$ cat config.mk
export PLATFORM = sky130hd
export DESIGN_NAME = rv32i_fetch
export DESIGN_NICKNAME = d
export VERILOG_FILES = /design/src/rtl/rv32i_fetch.sv
export SDC_FILE = /design/constraint.sdc
export NUM_CORES = 1
export LEC_CHECK = 0
export ABC_AREA = 1
export CAP_MARGIN = 20
export CORE_MARGIN = 1.5
export CORE_UTILIZATION = 46
export CTS_BUF_LIST = sky130_fd_sc_hd__clkbuf_16
export DETAILED_ROUTE_END_ITERATION = 8
export GPL_TIMING_DRIVEN = 0
export PLACE_DENSITY = 0.79
export SLEW_MARGIN = 40
export SYNTH_ARGS = -nofsm -noshare
export SYNTH_HDL_FRONTEND = slang
export SYNTH_SLANG_ARGS = --single-unit
$ cat constraint.sdc
create_clock -name clk -period 3.9 [get_ports clk]
set_input_delay 0.78 -clock clk [delete_from_list [all_inputs] [get_ports clk]]
set_output_delay 0.78 -clock clk [all_outputs]
set_load 0.01 [all_outputs]
$ cat src/rtl/rv32i_fetch.sv
`default_nettype none
// ============================================================================
// Module      : rv32i_fetch
// Description : RV32I instruction fetch stage. Issues sequential word fetches
//               to instruction memory, pairs the in-order responses with their
//               PCs in a small slot FIFO, and presents {pc, inst} to decode
//               over a valid/ready handshake. A redirect restarts fetch at a
//               new PC, frees every slot and arranges for responses to
//               requests already in flight to be discarded.
// Revision    : 1.0 - initial release
// ============================================================================
module rv32i_fetch #(
  parameter logic [31:0] START_ADDR      = 32'h0000_0000,
  parameter int          MAX_OUTSTANDING = 2
) (
  input  logic        clk,
  input  logic        rst,
  output logic        imem_req_valid,
  input  logic        imem_req_ready,
  output logic [31:0] imem_req_addr,
  input  logic        imem_resp_valid,
  input  logic [31:0] imem_resp_data,
  input  logic        redirect_valid,
  input  logic [31:0] redirect_addr,
  output logic        inst_valid,
  input  logic        inst_ready,
  output logic [31:0] inst_pc,
  output logic [31:0] inst_data
);

  // Pointers carry one bit beyond the slot index so full and empty differ.
  localparam int CNT_W = $clog2(MAX_OUTSTANDING) + 1;
  localparam int IDX_W = (MAX_OUTSTANDING > 1) ? $clog2(MAX_OUTSTANDING) : 1;
  localparam logic [CNT_W:0]   MAX_EXT  = (CNT_W + 1)'(MAX_OUTSTANDING);
  localparam logic [IDX_W-1:0] IDX_MASK = IDX_W'(MAX_OUTSTANDING - 1);

  // Slot storage. Entries between head and fill hold a returned instruction;
  // entries between fill and tail are still waiting for memory.
  logic [31:0]      r_pc_mem   [MAX_OUTSTANDING];
  logic [31:0]      r_data_mem [MAX_OUTSTANDING];

  logic [31:0]      r_pc;
  logic [CNT_W-1:0] r_head;
  logic [CNT_W-1:0] r_fill;
  logic [CNT_W-1:0] r_tail;
  logic [CNT_W-1:0] r_drop;

  logic [CNT_W-1:0] w_used;
  logic [CNT_W-1:0] w_unfilled;
  logic [CNT_W:0]   w_credit_sum;
  logic [CNT_W:0]   w_drop_sum;
  logic [CNT_W-1:0] w_drop_redirect;
  logic             w_head_filled;
  logic             w_req_fire;
  logic             w_pop;
  logic             w_fill;
  logic             w_drop_resp;
  logic             w_unused_addr_lsb;

  // Map a wide pointer onto a slot index (slot count is a power of two).
  function automatic logic [IDX_W-1:0] slot_idx(input logic [CNT_W-1:0] ptr);
    return IDX_W'(ptr) & IDX_MASK;
  endfunction

  assign w_unused_addr_lsb = ^redirect_addr[1:0];

  assign w_used        = r_tail - r_head;
  assign w_unfilled    = r_tail - r_fill;
  assign w_head_filled = (r_head != r_fill);

  // Credit counts both live slots and stale responses still owed by memory,
  // so a slot is never reused while a discarded response could land in it.
  assign w_credit_sum  = {1'b0, w_used} + {1'b0, r_drop};

  assign imem_req_valid = !rst && !redirect_valid && (w_credit_sum < MAX_EXT);
  assign imem_req_addr  = r_pc;
  assign w_req_fire     = imem_req_valid && imem_req_ready;

  assign inst_valid = !rst && !redirect_valid && w_head_filled;
  assign inst_pc    = r_pc_mem[slot_idx(r_head)];
  assign inst_data  = r_data_mem[slot_idx(r_head)];
  assign w_pop      = inst_valid && inst_ready;

  // A response first cancels a stale request, otherwise fills the oldest
  // waiting slot.
  assign w_drop_resp = imem_resp_valid && (r_drop != '0);
  assign w_fill      = imem_resp_valid && (r_drop == '0) && (w_unfilled != '0);

  // On redirect every waiting slot becomes a stale request; a response
  // arriving in the same cycle retires one of those immediately.
  assign w_drop_sum      = {1'b0, r_drop} + {1'b0, w_unfilled};
  assign w_drop_redirect = (imem_resp_valid && (w_drop_sum != '0))
                         ? CNT_W'(w_drop_sum - (CNT_W + 1)'(1))
                         : CNT_W'(w_drop_sum);

  // Control state: PC, FIFO pointers and stale-response count.
  always_ff @(posedge clk or posedge rst) begin
    if (rst) begin
      r_pc   <= START_ADDR;
      r_head <= '0;
      r_fill <= '0;
      r_tail <= '0;
      r_drop <= '0;
    end else if (redirect_valid) begin
      r_pc   <= {redirect_addr[31:2], 2'b00};
      r_head <= r_tail;
      r_fill <= r_tail;
      r_drop <= w_drop_redirect;
    end else begin
      if (w_req_fire) begin
        r_pc   <= r_pc + 32'd4;
        r_tail <= r_tail + CNT_W'(1);
      end
      if (w_pop) begin
        r_head <= r_head + CNT_W'(1);
      end
      if (w_fill) begin
        r_fill <= r_fill + CNT_W'(1);
      end
      if (w_drop_resp) begin
        r_drop <= r_drop - CNT_W'(1);
      end
    end
  end

  // Slot payload: PC captured at request time, instruction at response time.
  always_ff @(posedge clk) begin
    if (w_req_fire) begin
      r_pc_mem[slot_idx(r_tail)] <= r_pc;
    end
    if (w_fill && !redirect_valid) begin
      r_data_mem[slot_idx(r_fill)] <= imem_resp_data;
    end
  end

`ifndef SYNTHESIS
  // A response must either cancel a stale request or land in a waiting slot.
  always_ff @(posedge clk) begin
    if (!rst && imem_resp_valid) begin
      assert ((r_drop != '0) || (w_unfilled != '0));
    end
  end
`endif

endmodule
`default_nettype wire

; ---- Word level (Yosys, flattened, before mapping)
; Memories as Yosys holds them, arrays and structs flattened.
; Cells that the tools add are included.
; Widths: inputs -> output; s select.
[totals]
regBits = 40
ram_bits = 128
inputBits = 70
out_inout_bits = 98
elab_cells = 54
memories = 2
[mem_list]
columns = memory, depth, word_bits, rd, rd_clocked_by_memory_dff, wr, line_no
row1 = r_data_mem, 2, 32, 1, 0, 1, 40  ; logic [31:0] r_data_mem [MAX_OUTSTANDING];
row2 = r_pc_mem, 2, 32, 1, 0, 1, 39  ; logic [31:0] r_pc_mem [MAX_OUTSTANDING];
[op_classes]
addsub = 10
magnitude_cmp = 1
eq_ne = 1
muxes = 13
bitwise = 1
reduce_logical = 21
[op_table]
columns = operator, n
row1 = $mux 32, 2
row2 = $add 32x3->32 const B, 1
row3 = $mux 2, 7
row4 = $reduce_bool 2->1, 6
row5 = $logic_and 1x1->1, 10
row6 = $add 2x1->2 const B, 3
row7 = $add 2x2->3, 2
row8 = $mux 1, 4
row9 = $sub 2x1->2 const B, 2
row10 = $sub 2x2->2, 2
row11 = $lt 3x2->1 const B, 1
row12 = $reduce_bool 3->1, 1
row13 = $logic_not 1->1, 2
row14 = $logic_not 2->1, 1
row15 = $ne 2x2->1, 1
row16 = $reduce_and 2->1, 1
row17 = $not 1->1, 1

; ---- Longest topological paths before layout
; Gate-level depths: netlist of run 1.
[depth]
ltp_word = 7
ltp_mapped = 14
ltp_nobuf = 14

; ---- Worst setup path after synthesis of run 1
; OpenSTA, ideal clock, no wires.
[synth_timing]
path_type = input port to flip-flop
start = in redirect_valid
end = mem r_data_mem[1][0] (enable)
setup_time_ps = 461
t_arrival_ps = 3391
required_ps = 3439
slack_ps = 48
stages = 3
n_path_buf = 2
path_cell_list = buf_2 -> clkbuf_1 -> nor3_1
[synth_via]
elab_chain_cells = 4
[synth_rtl]
columns = item, line_no
row1 = "start, declared", 23  ; input logic redirect_valid,
row2 = $logic_not 1->1, 131  ; if (w_fill && !redirect_valid) begin
row3 = $logic_and 1x1->1, 131
row4 = $mux 1, 131
row5 = $mux 1 (not written as such), 132  ; r_data_mem[slot_idx(r_fill)] <= imem_resp_data;
row6 = "end, declared", 40
; Every way passes these cells.

; ---- Worst setup path in the final report of run 1
[layout_timing]
start = reg r_tail[0]
end = out imem_req_valid
[layout_via]
elab_chain_cells = 4
[layout_rtl]
columns = item, line_no
row1 = "start, declared", 45  ; logic [CNT_W-1:0] r_tail;
row2 = "start signal, assigned", 112  ; r_tail <= r_tail + CNT_W'(1);
row3 = $sub 2x2->2, 67  ; assign w_used = r_tail - r_head;
row4 = $add 2x2->3, 73  ; assign w_credit_sum = {1'b0, w_used} + {1'b0, r_drop};
row5 = $lt 3x2->1, 75  ; assign imem_req_valid = !rst && !redirect_valid && (w_credit_sum < MAX_EXT);
row6 = $logic_and 1x1->1, 75
row7 = "end, declared", 18  ; output logic imem_req_valid,
; Every way passes these cells.

==> flow_metrics.py, run 1 <==
metrics = {
    "clocking": {
        "clkSinkCount": 162,
        "clk_latency_ns": 0.42,
        "clk_path_buf_depth": 2,
        "htree_num_levels": 4,
        "cts_root_buffer": "clkbuf_16",
        "cts_resized": 0,
        "cts_buffers": 17,
        "tritoncts": "built",
        "hold_buffers": 0,
        "clk_pin_slew_ns": 0.06,
        "cts_setup_buffers": 0,
    },
    "critical_path": {
        "path_max_fanout": 4,
        "startpoint_type": "flop",
        "critPathTopFamily": "adder cells",
        "cp.arrival_ns": 2.93,
        "cp_data_required_time_ns": 3.12,
        "critical_path_class": "reg -> out",
        "path_cells": "inv_1, ha_1, or2_2, fa_1, nand2_1, nor2_1, clkdlybuf4s50_1",
        "critPathCaptureType": "output port",
        "cp.buffers_inverters": 2,
        "slowest_delay_ns": 0.56,
        "critPathSlowestCell": "fa_1",
    },
    "die": {
        "initial_utilization_pct": 47.2,
        "die_h_um": 131,
        "dieArea_um2": 17100,
        "core_um2": 15900,
        "num_rows": 46,
        "io_pins": 168,
        "die_x_um": 131,
    },
    "worst_hold_path": {
        "worstHoldPathType": "reg -> reg",
    },
    "pwr": {
        "p_seq_share_pct": 40.3,
        "p_per_area_nw_per_um2": 590,
        "net-switching-power_mw": 1.87,
        "power_mw": 5.93,
        "clock_power_share_pct": 26.8,
        "swShare_pct": 31.5,
        "ir_drop_v": 0.000396,
        "leakage_nw": 3.89,
        "intPower_mw": 4.06,
        "comb_power_share_pct": 32.9,
    },
    "placement": {
        "portBuffers": 160,
        "dpl.hpwl_mm": 12.9,
        "dpl_worst_slack_ns": 0.640,
        "gp_congestion": 0.937,
    },
    "routing": {
        "antenna_left": 0,
        "drc": 0,
        "wl_mm": 17.5,
        "wl_per_cell_um": 16.2,
        "dr_total_vias": 5357,
        "drt_iter0_drc": 382,
        "drtPass1Iterations": 7,
        "viasPerCell": 4.96,
    },
    "logic_synthesis": {
        "yosysWarnings": 0,
        "avgSynthCellArea_um2": 11.3,
        "syn_inst": 662,
        "yosysTopAreaCellShare_pct": 49.6,
        "yosysTopAreaCell": "edfxtp_1",
        "synthTopCellsByCount": "nand2_1, edfxtp_1, inv_1, mux2_2, nor2_1",
        "ys_ff_latch": 162,
        "async_flop_share_pct": 23.5,
        "synth_area_leaders": "edfxtp_1, dfrtp_1, mux2_2, nand2_1, inv_1",
        "post_synth_instance_area_um2": 7500,
        "synth.distinct_cells": 31,
        "yosysSeqAreaShare_pct": 62.3,
        "synth_ff_type": "edfxtp_1",
        "synth_most_common_cell": "nand2_1",
        "synth_edf_count": 124,
    },
    "timing": {
        "hold_viol": 0,
        "layout_setup_ws_ns": 0.191,
        "slew_headroom_pct": 51.3,
        "worst_slew_pin_slew_ns": 0.729,
        "rsz0062_at_grt": "no",
        "min_period_ns": 3.71,
        "setup_viol": 0,
        "fmax_ghz": 0.270,
        "report.final.slew_viol_count": 0,
        "fin_worst_skew_ns": 0.00450,
        "period_share_pct": 95.1,
    },
    "global_routing": {
        "grt_util_met2_pct": 36.2,
        "grt_util_met3_pct": 3.95,
        "grt_pass1_wl_mm": 27.4,
        "grt_max_degree": 39,
        "grtUsageTotal_pct": 21.7,
        "grt-busiest-layer": "met2",
        "grt_pass1_vias": 5247,
        "antenna_found_initial": 1,
        "grt_overflow_total": 0,
        "grt.met1_usage_pct": 27.3,
    },
    "cells_and_area": {
        "final_layout_size_suffix_gt1_share_pct": 17.4,
        "multi_input_area_um2": 2490,
        "areaGrowthSynthToFinish_pct": 34.1,
        "nNetsFinal": 929,
        "fillCellCount": 1249,
        "regArea_um2": 4670,
    },
    "status": {
        "status": "finished, final reports clean",
    },
    "run": {
        "cap_violations": 0,
    },
}
[flip-flops by register name (all words and copies together) (netlist names)]
| name | cells |
|---|---|
| r_fill | 2 |
| r_pc_mem | 60 |
| r_data_mem | 64 |
| imem_req_addr | 30 |
| r_tail | 2 |
| r_drop | 2 |
| r_head | 2 |
[worst reg2reg max path, delay by kind of cell (launching register included)]
kind                     cells  cell delay [ns]
buffers and inverters        3             0.66
flip-flops                   1             0.42
adder cells (fa/ha/maj)      2             0.83
AND/OR/NAND/NOR              3             0.91
[placed cells by master, fill, tap and decap left out, drive strengths merged, types with 12 or more instances in the layout]
cell,Yosys,final
inv,64,66
nand3,31,31
clkdlybuf4s50,0,160
mux2,62,62
nor2,54,54
clkbuf,5,22
nand2,192,192
o21ai,29,29
xor2,12,12
buf,17,24
edfxtp,124,124
dfrtp,38,38
[path summary, 6_finish.rpt]
check | slack [ns] | depth (start not counted) | startpoint | end
max in group asynchronous | 2.72 | 2 | rst | imem_req_addr[29]
max reg2reg | 0.77 | 8 | r_tail[0] | r_pc_mem[1][29]
min | 0.56 | 1 | r_tail[1] | r_tail[1]
min in group asynchronous | 0.84 | 2 | rst | r_tail[0]
max | 0.19 | 7 | r_tail[0] | imem_req_valid
min reg2reg | 0.56 | 1 | r_tail[1] | r_tail[1]
[power by group through the flow]
stage                     clock network [mW]  logic, mW  registers (mW)
final                                   1.59       1.95            2.39
after global routing                    1.68       2.16            2.43
after CTS                               1.61       1.97            2.39
after detailed placement                   0       1.95            2.42
after global placement                     0       1.87            2.42
after floorplan                            0       1.10            2.39
[cell families after synthesis]
group | share of synthesized area (%)
other | 0.0500
muxes | 9.31
adders and majority gates | 1.53
and+or+nand+nor | 17.3
AOI/OAI and AO/OA | 2.54
DFF | 62.3
xor gates and xnor gates | 2.10
buffers and inverters | 4.82
[final cells by class]
type                            instances  area share [%]
Multi-Input combinational cell        417            24.7
Buffer                                 22            1.21
Antenna cell                            1          0.0249
Timing Repair Buffer                  167            16.8
Clock inverter                         14            1.42
Sequential cell                       162            46.5
Inverter                               64            2.41
Tap cell                              216            2.69
Clock buffer                           17            4.23
[metal layers]
layer / routed length [um] / up-vias
li1: - / 2577
met1: 7070 / 2560
met2: 8790 / 181
met3: 1030 / 39
met4: 612 / 0
met5: 0 / -
[metrics by stage]
step | utilization [%] | hold WS (ns) | instance area (um^2) | cells | TNS [ns]
final | 63.3 | 0.557 | 10100 | 1080 | 0
after global routing | 63.3 | 0.579 | 10100 | 1080 | 0
after CTS | 63.3 | 0.560 | 10100 | 1079 | 0
after detailed placement | 59.7 | 0.548 | 9490 | 1048 | 0
after global placement | 59.1 | 0.538 | 9380 | 1041 | -67.83
after floorplan | - | 0.500 | 7510 | 665 | 0
Note: power is estimated with default switching activity, not from simulation.
==> inputs of run 2 (changes only) <==
--- a/config.mk
+++ b/config.mk
@@ -6,6 +6,7 @@
 export NUM_CORES = 1
 export LEC_CHECK = 0
 export ABC_AREA = 1
+export ABC_CLOCK_PERIOD_IN_PS = 3900
 export CAP_MARGIN = 20
 export CORE_MARGIN = 1.5
 export CORE_UTILIZATION = 46
@@ -13,7 +14,7 @@
 export DETAILED_ROUTE_END_ITERATION = 8
 export GPL_TIMING_DRIVEN = 0
 export PLACE_DENSITY = 0.79
-export SLEW_MARGIN = 40
+export SLEW_MARGIN = 5
 export SYNTH_ARGS = -nofsm -noshare
 export SYNTH_HDL_FRONTEND = slang
 export SYNTH_SLANG_ARGS = --single-unit
==> run 2 against run 1 <==
Via count is 0.54% lower; final area hardly changed; critical endpoint unchanged; critical path type unchanged; highest routed layer unchanged; non-clock buffer count is 2 lower.
==> flow_metrics.py, run 2 (synthesis gave the netlist of run 1 again) <==
metrics = {
    "timing": {
        "fin_worst_skew_ns": 0.00603,
        "report.final.slew_viol_count": 0,
        "period_share_pct": 94.3,
        "rsz0062_at_grt": "no",
        "setup_viol": 0,
        "min_period_ns": 3.68,
        "worst_slew_pin_slew_ns": 1.01,
        "slew_headroom_pct": 32.6,
        "whs_ns": 0.556,
        "hold_viol": 0,
        "fmax_ghz": 0.272,
    },
    "clocking": {
        "cts_buffers": 17,
        "clkSinkCount": 162,
        "cts_root_buffer": "clkbuf_16",
        "tritoncts": "built",
        "clk_path_buf_depth": 2,
        "clk_pin_slew_ns": 0.06,
        "cts_setup_buffers": 0,
        "clk_latency_ns": 0.42,
        "cts_resized": 0,
        "htree_num_levels": 4,
        "hold_buffers": 0,
    },
    "global_routing": {
        "grtUsageTotal_pct": 21.5,
        "grt_pass1_vias": 5244,
        "grt_overflow_total": 0,
        "grt_max_degree": 39,
        "antenna_found_initial": 1,
        "grt_pass1_wl_mm": 27.2,
    },
    "critical_path": {
        "critical_path_class": "reg -> out",
        "startpoint_type": "flop",
        "cp.arrival_ns": 2.90,
        "timing.rr.start": "r_tail[0]",
        "critPathCaptureType": "output port",
        "path_max_fanout": 4,
        "critPathLaunch": "r_tail[0]",
        "cp_data_required_time_ns": 3.12,
    },
    "pwr": {
        "ir_drop_v": 0.000349,
        "net-switching-power_mw": 1.86,
        "p_per_area_nw_per_um2": 589,
        "clock_power_share_pct": 26.8,
        "comb_power_share_pct": 32.8,
        "swShare_pct": 31.4,
        "p_seq_share_pct": 40.4,
        "intPower_mw": 4.06,
        "leakage_nw": 3.89,
    },
    "cells_and_area": {
        "final_layout_size_suffix_gt1_share_pct": 17.3,
        "final_util_pct": 63.3,
        "areaGrowthSynthToFinish_pct": 34.0,
        "final_common_cell": "nand2_1",
        "largest_reg_flops": 64,
        "final_cell_mix": "nand2_1, clkdlybuf4s50_1, edfxtp_1",
        "nNetsFinal": 927,
        "regMostFlops": "r_data_mem",
    },
    "routing": {
        "antenna_left": 0,
        "drc": 0,
        "drt_iter0_drc": 361,
        "wl_per_cell_um": 16.0,
        "viasPerCell": 4.94,
        "wl_mm": 17.2,
        "dr_total_vias": 5328,
        "drtPass1Iterations": 6,
    },
    "placement": {
        "portBuffers": 160,
        "gp_congestion": 0.937,
        "dpl.hpwl_mm": 12.7,
    },
    "worst_hold_path": {
        "worstHoldPathType": "reg -> reg",
        "hp-start": "r_tail[1]",
    },
    "die": {
        "dieArea_um2": 17100,
        "io_pins": 168,
        "initial_utilization_pct": 47.2,
        "die_h_um": 131,
        "die_x_um": 131,
        "core_um2": 15900,
        "num_rows": 46,
    },
    "status": {
        "status": "finished, final reports clean",
    },
    "run": {
        "cap_violations": 0,
    },
}
## run 2: worst paths after layout
kind	slack, ns	to	cells after the start
worst max register to register	0.62	r_pc_mem[1][25]	7
worst min register to register	0.56	r_tail[1]	1
min in group asynchronous	0.94	r_tail[1]	2
max in group asynchronous	2.42	imem_req_addr[19]	2
worst max-delay path	0.22	imem_req_valid	7
worst min-delay path	0.56	r_tail[1]	1
## run 2: power by group through the flow
stage	combinational (mW)	sequential, mW	clock [mW]
6_report	1.94	2.39	1.58
4_1_cts	1.96	2.39	1.61
5_1_grt	2.14	2.43	1.68
3_3_place_gp	1.87	2.42	0
3_5_place_dp	1.94	2.42	0
2_1_floorplan	1.10	2.39	0
## run 2: through the flow
| step | setup TNS, ns | std cells | total power [mW] | cell area [um^2] | setup slack [ns] |
|---|---|---|---|---|---|
| final | 0 | 1078 | 5.92 | 10000 | 0.224 |
| after global routing | 0 | 1078 | 6.25 | 10000 | 0.0961 |
| after CTS | 0 | 1077 | 5.95 | 10000 | 0.198 |
| after detailed placement | 0 | 1046 | 4.36 | 9480 | 0.610 |
| after global placement | -67.83 | 1041 | 4.29 | 9380 | -1.46 |
| after floorplan | 0 | 665 | 3.49 | 7510 | 0.0475 |
## run 2: critical path, cell delays in order, from the launching register on
cell and delay, ns:
dfrtp_1 0.42, inv_1 0.19, ha_1 0.26, or2_2 0.30, fa_1 0.56, nand2_1 0.07, nor2_1 0.12, clkdlybuf4s50_1 0.54
## run 2: layout make-up
type / count / area [um^2]
clock buffer: 17 / 425
clock inverter: 14 / 143
inverter: 64 / 240
antenna: 1 / 2.50
buffer: 22 / 121
timing repair buffer: 165 / 1680
fill: 1256 / 5840
sequential: 162 / 4670
multi-input combinational: 417 / 2490
tap: 216 / 270
## run 2: layer usage
metal / GRT usage, % / vias up / share of wire (%)
met5: 0 / - / 0
li1: - / 2576 / -
met3: 3.54 / 31 / 5.7
met1: 27.3 / 2528 / 41
met2: 36.2 / 193 / 50
met4: 10.0 / 0 / 2.9
